==> src/rtl/oflow_iou_pkg.sv <==
// rtl/oflow_iou_pkg.sv - widths, FSM states, bbox layout and coordinate helpers for the IoU engine
package oflow_iou_pkg;

    localparam int COORD_W  = 11;
    localparam int IOU_W    = 16;
    localparam int MAX_HIST = 8;
    localparam int IDX_W    = $clog2(MAX_HIST);
    localparam int CNT_W    = $clog2(MAX_HIST + 1);
    localparam int AREA_W   = 2 * COORD_W;
    localparam int UNION_W  = 2 * COORD_W + 1;
    localparam int BBOX_W   = 4 * COORD_W;

    localparam int X_TL_OFF = 3 * COORD_W;
    localparam int Y_TL_OFF = 2 * COORD_W;
    localparam int X_BR_OFF = 1 * COORD_W;
    localparam int Y_BR_OFF = 0;

    typedef enum logic [2:0] {
        S_IDLE, S_LOAD, S_FETCH, S_GEOM, S_DIV, S_OUT, S_DONE
    } state_t;

    typedef logic [COORD_W-1:0] coord_t;

    typedef struct packed {
        coord_t x_tl;
        coord_t y_tl;
        coord_t x_br;
        coord_t y_br;
    } bbox_t;

    function automatic bbox_t f_unpack(input logic [BBOX_W-1:0] v);
        bbox_t b;
        b.x_tl = v[X_TL_OFF +: COORD_W];
        b.y_tl = v[Y_TL_OFF +: COORD_W];
        b.x_br = v[X_BR_OFF +: COORD_W];
        b.y_br = v[Y_BR_OFF +: COORD_W];
        return b;
    endfunction

    function automatic coord_t f_min(input coord_t a, input coord_t b);
        return (a < b) ? a : b;
    endfunction

    function automatic coord_t f_max(input coord_t a, input coord_t b);
        return (a > b) ? a : b;
    endfunction

    // Inverted extents clamp to zero rather than wrapping.
    function automatic coord_t f_span(input coord_t lo, input coord_t hi);
        return (hi > lo) ? (hi - lo) : '0;
    endfunction

endpackage

==> src/rtl/oflow_iou_serial_div.sv <==
// rtl/oflow_iou_serial_div.sv - restoring divider, one quotient bit per cycle, saturating quotient
module oflow_iou_serial_div #(
    parameter int DVD_W = 38,
    parameter int DVS_W = 23,
    parameter int Q_W   = 16
) (
    input  logic             clk,
    input  logic             reset_N,
    input  logic             i_start,
    input  logic             i_abort,
    input  logic [DVD_W-1:0] i_dividend,
    input  logic [DVS_W-1:0] i_divisor,
    output logic             o_busy,
    output logic             o_done,
    output logic [Q_W-1:0]   o_quotient
);

    localparam int HI_W = DVD_W - Q_W;
    localparam int CW   = $clog2(Q_W);
    localparam logic [CW-1:0] LAST = CW'(Q_W - 1);

    logic [DVS_W-1:0] r_rem;
    logic [DVS_W-1:0] r_div;
    logic [Q_W-1:0]   r_low;
    logic [Q_W-1:0]   r_q;
    logic [CW-1:0]    r_cnt;
    logic             r_busy;
    logic             r_done;
    logic             r_ovf;

    logic [HI_W-1:0]  w_hi;
    logic [DVS_W:0]   w_shift;
    logic [DVS_W:0]   w_diff;
    logic             w_ge;

    assign w_hi    = i_dividend[DVD_W-1:Q_W];
    assign w_shift = {r_rem, r_low[Q_W-1]};
    assign w_diff  = w_shift - {1'b0, r_div};
    assign w_ge    = (w_shift >= {1'b0, r_div});

    always_ff @(posedge clk) begin
        if (!reset_N) begin
            r_rem  <= '0;
            r_div  <= '0;
            r_low  <= '0;
            r_q    <= '0;
            r_cnt  <= '0;
            r_busy <= 1'b0;
            r_done <= 1'b0;
            r_ovf  <= 1'b0;
        end else begin
            r_done <= 1'b0;
            if (i_abort) begin
                r_busy <= 1'b0;
            end else if (i_start && !r_busy) begin
                // A high part already >= divisor means the quotient cannot fit in Q_W bits.
                r_ovf  <= (DVS_W'(w_hi) >= i_divisor);
                r_rem  <= DVS_W'(w_hi);
                r_low  <= i_dividend[Q_W-1:0];
                r_div  <= i_divisor;
                r_q    <= '0;
                r_cnt  <= '0;
                r_busy <= 1'b1;
            end else if (r_busy) begin
                r_rem <= w_ge ? w_diff[DVS_W-1:0] : w_shift[DVS_W-1:0];
                r_q   <= {r_q[Q_W-2:0], w_ge};
                r_low <= {r_low[Q_W-2:0], 1'b0};
                r_cnt <= r_cnt + 1'b1;
                if (r_cnt == LAST) begin
                    r_busy <= 1'b0;
                    r_done <= 1'b1;
                end
            end
        end
    end

    assign o_busy     = r_busy;
    assign o_done     = r_done;
    assign o_quotient = r_ovf ? '1 : r_q;

endmodule

==> src/rtl/oflow_iou_engine.sv <==
// rtl/oflow_iou_engine.sv - multi-candidate IoU cost engine; OFLOW_IOU_BEST_MATCH_EN adds best-match tracking
module oflow_iou_engine
    import oflow_iou_pkg::*;
(
    input  logic                clk,
    input  logic                reset_N,
    input  logic                start,
    input  logic                flush,
    input  logic [BBOX_W-1:0]   bbox_k,
    input  logic [CNT_W-1:0]    num_hist,
    input  logic                hist_valid,
    output logic                hist_ready,
    input  logic [BBOX_W-1:0]   hist_bbox,
    output logic                iou_valid,
    output logic [IOU_W-1:0]    iou_cost,
    output logic [IDX_W-1:0]    iou_idx,
    output logic                done,
    output logic [IDX_W-1:0]    best_idx,
    output logic [IOU_W-1:0]    best_cost
);

    localparam int DCW = $clog2(IOU_W);
    localparam logic [DCW-1:0] DIV_LAST = DCW'(IOU_W - 1);

    state_t               r_state;
    bbox_t                r_k;
    bbox_t                r_h;
    logic [CNT_W-1:0]     r_num;
    logic [IDX_W-1:0]     r_idx;
    logic [AREA_W-1:0]    r_area_k;
    logic [DCW-1:0]       r_cnt;
    logic                 r_hist_ready;
    logic                 r_iou_valid;
    logic [IOU_W-1:0]     r_iou_cost;
    logic [IDX_W-1:0]     r_iou_idx;
    logic                 r_done;

    coord_t               w_wk, w_hk, w_wh, w_hh, w_ix, w_iy;
    logic [AREA_W-1:0]    w_area_k, w_area_h, w_inter;
    logic [UNION_W-1:0]   w_union;
    logic                 w_div_start, w_div_busy, w_div_done;
    logic [IOU_W-1:0]     w_quot, w_cost;
    logic                 w_last;

    assign w_wk     = f_span(r_k.x_tl, r_k.x_br);
    assign w_hk     = f_span(r_k.y_tl, r_k.y_br);
    assign w_wh     = f_span(r_h.x_tl, r_h.x_br);
    assign w_hh     = f_span(r_h.y_tl, r_h.y_br);
    assign w_ix     = f_span(f_max(r_k.x_tl, r_h.x_tl), f_min(r_k.x_br, r_h.x_br));
    assign w_iy     = f_span(f_max(r_k.y_tl, r_h.y_tl), f_min(r_k.y_br, r_h.y_br));
    assign w_area_k = AREA_W'(w_wk) * AREA_W'(w_hk);
    assign w_area_h = AREA_W'(w_wh) * AREA_W'(w_hh);
    assign w_inter  = AREA_W'(w_ix) * AREA_W'(w_iy);
    assign w_union  = UNION_W'(r_area_k) + UNION_W'(w_area_h) - UNION_W'(w_inter);

    // Empty union never starts the divider, so no done pulse arrives and the cost falls to all-ones.
    assign w_div_start = (r_state == S_GEOM) && !flush && (w_union != '0) && !w_div_busy;
    assign w_cost      = w_div_done ? ~w_quot : '1;
    assign w_last      = (CNT_W'(r_idx) + CNT_W'(1)) >= r_num;

    oflow_iou_serial_div #(
        .DVD_W (AREA_W + IOU_W),
        .DVS_W (UNION_W),
        .Q_W   (IOU_W)
    ) u_div (
        .clk        (clk),
        .reset_N    (reset_N),
        .i_start    (w_div_start),
        .i_abort    (flush),
        .i_dividend ({w_inter, {IOU_W{1'b0}}}),
        .i_divisor  (w_union),
        .o_busy     (w_div_busy),
        .o_done     (w_div_done),
        .o_quotient (w_quot)
    );

    always_ff @(posedge clk) begin
        if (!reset_N) begin
            r_state      <= S_IDLE;
            r_k          <= '0;
            r_h          <= '0;
            r_num        <= '0;
            r_idx        <= '0;
            r_area_k     <= '0;
            r_cnt        <= '0;
            r_hist_ready <= 1'b0;
            r_iou_valid  <= 1'b0;
            r_iou_cost   <= '0;
            r_iou_idx    <= '0;
            r_done       <= 1'b0;
        end else begin
            r_iou_valid <= 1'b0;
            r_done      <= 1'b0;
            if (flush) begin
                r_state      <= S_IDLE;
                r_hist_ready <= 1'b0;
            end else begin
                case (r_state)
                    S_IDLE: if (start) begin
                        r_k     <= f_unpack(bbox_k);
                        r_num   <= num_hist;
                        r_state <= S_LOAD;
                    end
                    S_LOAD: begin
                        r_area_k <= w_area_k;
                        r_idx    <= '0;
                        if (r_num == '0) begin
                            r_state <= S_DONE;
                        end else begin
                            r_state      <= S_FETCH;
                            r_hist_ready <= 1'b1;
                        end
                    end
                    S_FETCH: if (hist_valid && r_hist_ready) begin
                        r_h          <= f_unpack(hist_bbox);
                        r_hist_ready <= 1'b0;
                        r_state      <= S_GEOM;
                    end
                    S_GEOM: begin
                        r_cnt   <= '0;
                        r_state <= S_DIV;
                    end
                    S_DIV: begin
                        r_cnt <= r_cnt + 1'b1;
                        if (r_cnt == DIV_LAST) r_state <= S_OUT;
                    end
                    S_OUT: begin
                        r_iou_valid <= 1'b1;
                        r_iou_cost  <= w_cost;
                        r_iou_idx   <= r_idx;
                        r_idx       <= r_idx + 1'b1;
                        if (w_last) begin
                            r_state <= S_DONE;
                        end else begin
                            r_state      <= S_FETCH;
                            r_hist_ready <= 1'b1;
                        end
                    end
                    S_DONE: begin
                        r_done  <= 1'b1;
                        r_state <= S_IDLE;
                    end
                    default: r_state <= S_IDLE;
                endcase
            end
        end
    end

`ifdef OFLOW_IOU_BEST_MATCH_EN
    logic [IDX_W-1:0] r_best_idx;
    logic [IOU_W-1:0] r_best_cost;

    // Strict compare keeps the earliest candidate on ties.
    always_ff @(posedge clk) begin
        if (!reset_N) begin
            r_best_idx  <= '0;
            r_best_cost <= '1;
        end else if (!flush) begin
            if (r_state == S_LOAD) begin
                r_best_idx  <= '0;
                r_best_cost <= '1;
            end else if ((r_state == S_OUT) && (w_cost < r_best_cost)) begin
                r_best_idx  <= r_idx;
                r_best_cost <= w_cost;
            end
        end
    end

    assign best_idx  = r_best_idx;
    assign best_cost = r_best_cost;
`else
    assign best_idx  = '0;
    assign best_cost = '1;
`endif

    assign hist_ready = r_hist_ready;
    assign iou_valid  = r_iou_valid;
    assign iou_cost   = r_iou_cost;
    assign iou_idx    = r_iou_idx;
    assign done       = r_done;

endmodule

==> config.mk <==
export PLATFORM = sky130hd
export DESIGN_NAME = oflow_iou_engine
export DESIGN_NICKNAME = d
export VERILOG_FILES = /design/src/rtl/oflow_iou_pkg.sv /design/src/rtl/oflow_iou_serial_div.sv /design/src/rtl/oflow_iou_engine.sv
export SDC_FILE = /design/constraint.sdc
export NUM_CORES = 2
export LEC_CHECK = 0
export ABC_CLOCK_PERIOD_IN_PS = 17310
export CAP_MARGIN = 5
export CORE_ASPECT_RATIO = 0.7
export CORE_MARGIN = 3
export CORE_UTILIZATION = 34
export DETAILED_ROUTE_END_ITERATION = 16
export PLACE_DENSITY = 0.52
export SETUP_SLACK_MARGIN = 0.02
export SYNTH_ARGS = -nofsm -noshare
export SYNTH_HDL_FRONTEND = slang
export SYNTH_SLANG_ARGS = --single-unit
==> constraint.sdc <==
create_clock -name clk -period 17.31 [get_ports clk]
set_input_delay 2.5965 -clock clk [delete_from_list [all_inputs] [get_ports clk]]
set_output_delay 2.5965 -clock clk [all_outputs]
set_load 0.1 [all_outputs]
==> results.toml <==
[outcome]
status = "completed"

[floorplan]
initial_core_util = 0.3455
io_pins = 138
die_area_mm2 = 0.08583
core_area_mm2 = 0.08099
die_w_um = 348.9
fp.dieH_um = 246.0
rows = 87

[logic_synthesis]
synth_ff_type = "dfxtp_1"
yosysWarnings = 0
synth_edf_count = 0
async_reset_ff_frac = 0
avgSynthCellArea_um2 = 8.010
ys_types = 89
syn-instance-count = 3493
ys_seq_area_frac = 0.1538
synth_area_mm2 = 0.02798
synth_seq_cells = 215

[worst_setup_path]
r2r_setup_slack_ps = 1310
endpoint_kind = "flop"
cp_data_required_time_ps = 17820
r2r-start = "r_h[34]"
crit_top_cell = "fa_1"
r2r-end = "u_div.r_rem[9]"
slowest_stage = "xor2_1"
critical_path_class = "reg -> reg"
crit_path_max_incr_delay_ps = 580
critPathMaxFanout = 39
cp.arrival_ps = 16510
reg2regPathDepth = 56
critPathLaunchType = "flop"

[sta]
worst_pin_slew_ps = 1265
skew_ps = 16.11
worst_slack_ps = 1305
period_needed_ps = 16000
grt_setup_unrepaired = "no"
max_slew_margin = 0.1503
period_share = 0.9246
finalMaxSlewViolations = 0
max_freq_mhz = 62.48
hold_ws_ps = 454.4
hold_violations = 0
finalSetupTns_ps = 0
setup_viol = 0

[place]
place_hpwl_mm = 71.29
post-place-ws_ps = 1495
portBuffers = 118
gp_congestion = 0.9068

[route]
via_count = 23482
vias_per_cell = 5.092
dr.pass1.iters = 8
wl_mm = 85.91
drt_iter0_drc = 2072
ant_nets = 0
wl_per_cell_um = 18.63
route.detailed.drc = 0

[power]
powerDensity_mw_per_mm2 = 73.71
p_int_mw = 1.272
clockPowerShare = 0.254
p_leak_nw = 13.92
switching_power_mw = 1.013
vdd_drop_max_v = 0.00007625
pwr-share-seq = 0.225
swShare = 0.4432
power_frac_comb = 0.522

[cts]
numCtsBuffers = 25
clk_latency_ps = 580
post_cts_buffers = 0
htreeDepth = 1
cts_sinks = 215
ctsLongestPathBuffers = 3
clkTransAtPathRegs_ps = 70
root_buffer = "clkbuf_16"
tritoncts = "done"

[min_path]
hold_path_end = "r_area_k[2]"
hold_class = "reg -> reg"
hp-start = "r_area_k[2]"
hold_depth = 2

[global_route]
grt_usage = 0.2010
antenna_found_initial = 2
grt_pass1_vias = 22598
grt_max_degree = 89
overflow = 0
grt_pass1_wl_mm = 135.2

[finish]
final.fill_count = 8473
layout.nets = 4254
area_growth_syn_to_layout_pct = 10.79
drive_gt1_frac = 0.03754

[run]
max-cap-violations = 0
power groups by stage:
stage | combinational [mW] | clock [mW] | sequential [mW]
detailed placement | 1.17 | 0 | 0.525
finish | 1.19 | 0.579 | 0.514
global route | 1.33 | 0.612 | 0.515
global placement | 1.17 | 0 | 0.525
CTS | 1.18 | 0.592 | 0.514
floorplan | 0.844 | 0 | 0.519
per-stage QoR:
| stage | area (um2) | total power [mW] | instances | utilization |
|---|---|---|---|---|
| final | 31000 | 2.285 | 4612 | 0.3828 |
| after global routing | 31000 | 2.461 | 4611 | 0.3827 |
| after CTS | 30990 | 2.282 | 4611 | 0.3827 |
| after detailed placement | 30130 | 1.693 | 4566 | 0.3720 |
| after global placement | 30130 | 1.696 | 4566 | 0.3720 |
| after floorplan | 28040 | 1.364 | 3510 | - |
layout make-up:
cell class / count / area (um2) / area share
diodes: 1 / 2.502 / 0.00008073
multi-input cells: 2573 / 20970 / 0.6765
flip-flops and latches: 215 / 4304 / 0.1388
clock inverters: 13 / 181.4 / 0.005853
well taps: 1068 / 1336 / 0.04311
clock buffers: 32 / 681.9 / 0.02200
repair buffers: 148 / 1406 / 0.04537
inverters: 562 / 2115 / 0.06821
cells in the mapped netlist (all sizes together) (34+ instances only):
master,count,area (um2)
nor2,291,1092
o21ai,91,455.4
dfxtp,215,4304
ha,343,4292
inv,562,2110
a21oi,230,1151
nand3,112,560.5
nand4,34,219.0
clkbuf,120,450.4
xnor2,77,674.4
nor2b,34,212.7
mux2i,52,520.5
a21o,45,337.8
nor3,90,450.4
buf,40,267.8
nand2,442,1662
fa,289,5786
state kept, by name, indices dropped and copies added (netlist names):
name	cells
r_h	44
r_k	44
u_div.r_div	23
u_div.r_rem	23
r_area_k	22
iou_cost	16
u_div.r_q	16
r_cnt	4
r_num	4
u_div.r_cnt	4
iou_idx	3
r_idx	3
r_state	3
done	1
hist_ready	1
iou_valid	1
u_div.o_busy	1
u_div.o_done	1
u_div.r_ovf	1
layer usage:
metal,wire (um),GRT usage
met5,0,0
met4,1392,0.03245
met3,5997,0.03455
met2,32400,0.2718
met1,46110,0.3279
worst max path at each step:
stage                  from  slack (ps)        endpoint  cells after the start
floorplan           r_h[34]        2990     u_div.r_ovf                     58
global placement    r_h[34]        1610     u_div.r_ovf                     61
detailed placement  r_h[34]        1500     u_div.r_ovf                     61
CTS                 r_h[34]        1440     u_div.r_ovf                     61
global route        r_h[34]         130     u_div.r_ovf                     58
finish              r_h[34]        1310  u_div.r_rem[9]                     56
cell usage in the layout, fill, tap and decap left out, types with 30 or more instances in the layout:
cell,netlist,routed
mux2i_1,52,52
inv_1,561,561
clkdlybuf4s50_1,0,118
nand2_1,441,441
buf_4,23,30
nand3_1,112,111
xnor2_1,77,77
a21oi_1,230,230
nor2_1,291,290
fa_1,289,289
a21o_1,45,45
nand4_1,33,33
nor3_1,90,88
dfxtp_1,215,215
o21ai_0,82,82
ha_1,343,343
nor2b_1,34,34
critical path, delay by kind of cell (launching register included):
family,cells,cell delay [ps]
flip-flops,1,350
multiplexers,1,170
XOR/XNOR,1,580
AND/OR/NAND/NOR,9,2660
adder cells (fa/ha/maj),14,6530
AO/OA/AOI/OAI,20,4510
buffers and inverters,11,1130
timing repair:
action / in CTS / in global routing
hold buffers: 0 / 0
endpoints found under the setup margin: 0 / 1
resized for setup: 0 / 1
cells by family after synthesis:
family | after synthesis | synth area share
simple gates | 1151 | 0.1849
buf+inv | 722 | 0.1011
fa+ha+maj | 632 | 0.3601
compound gates | 590 | 0.1381
flops | 215 | 0.1538
xor+xnor | 102 | 0.03220
mux | 79 | 0.02947
other cells | 2 | 0.0002684
Note: power is estimated with default switching activity, not from simulation.
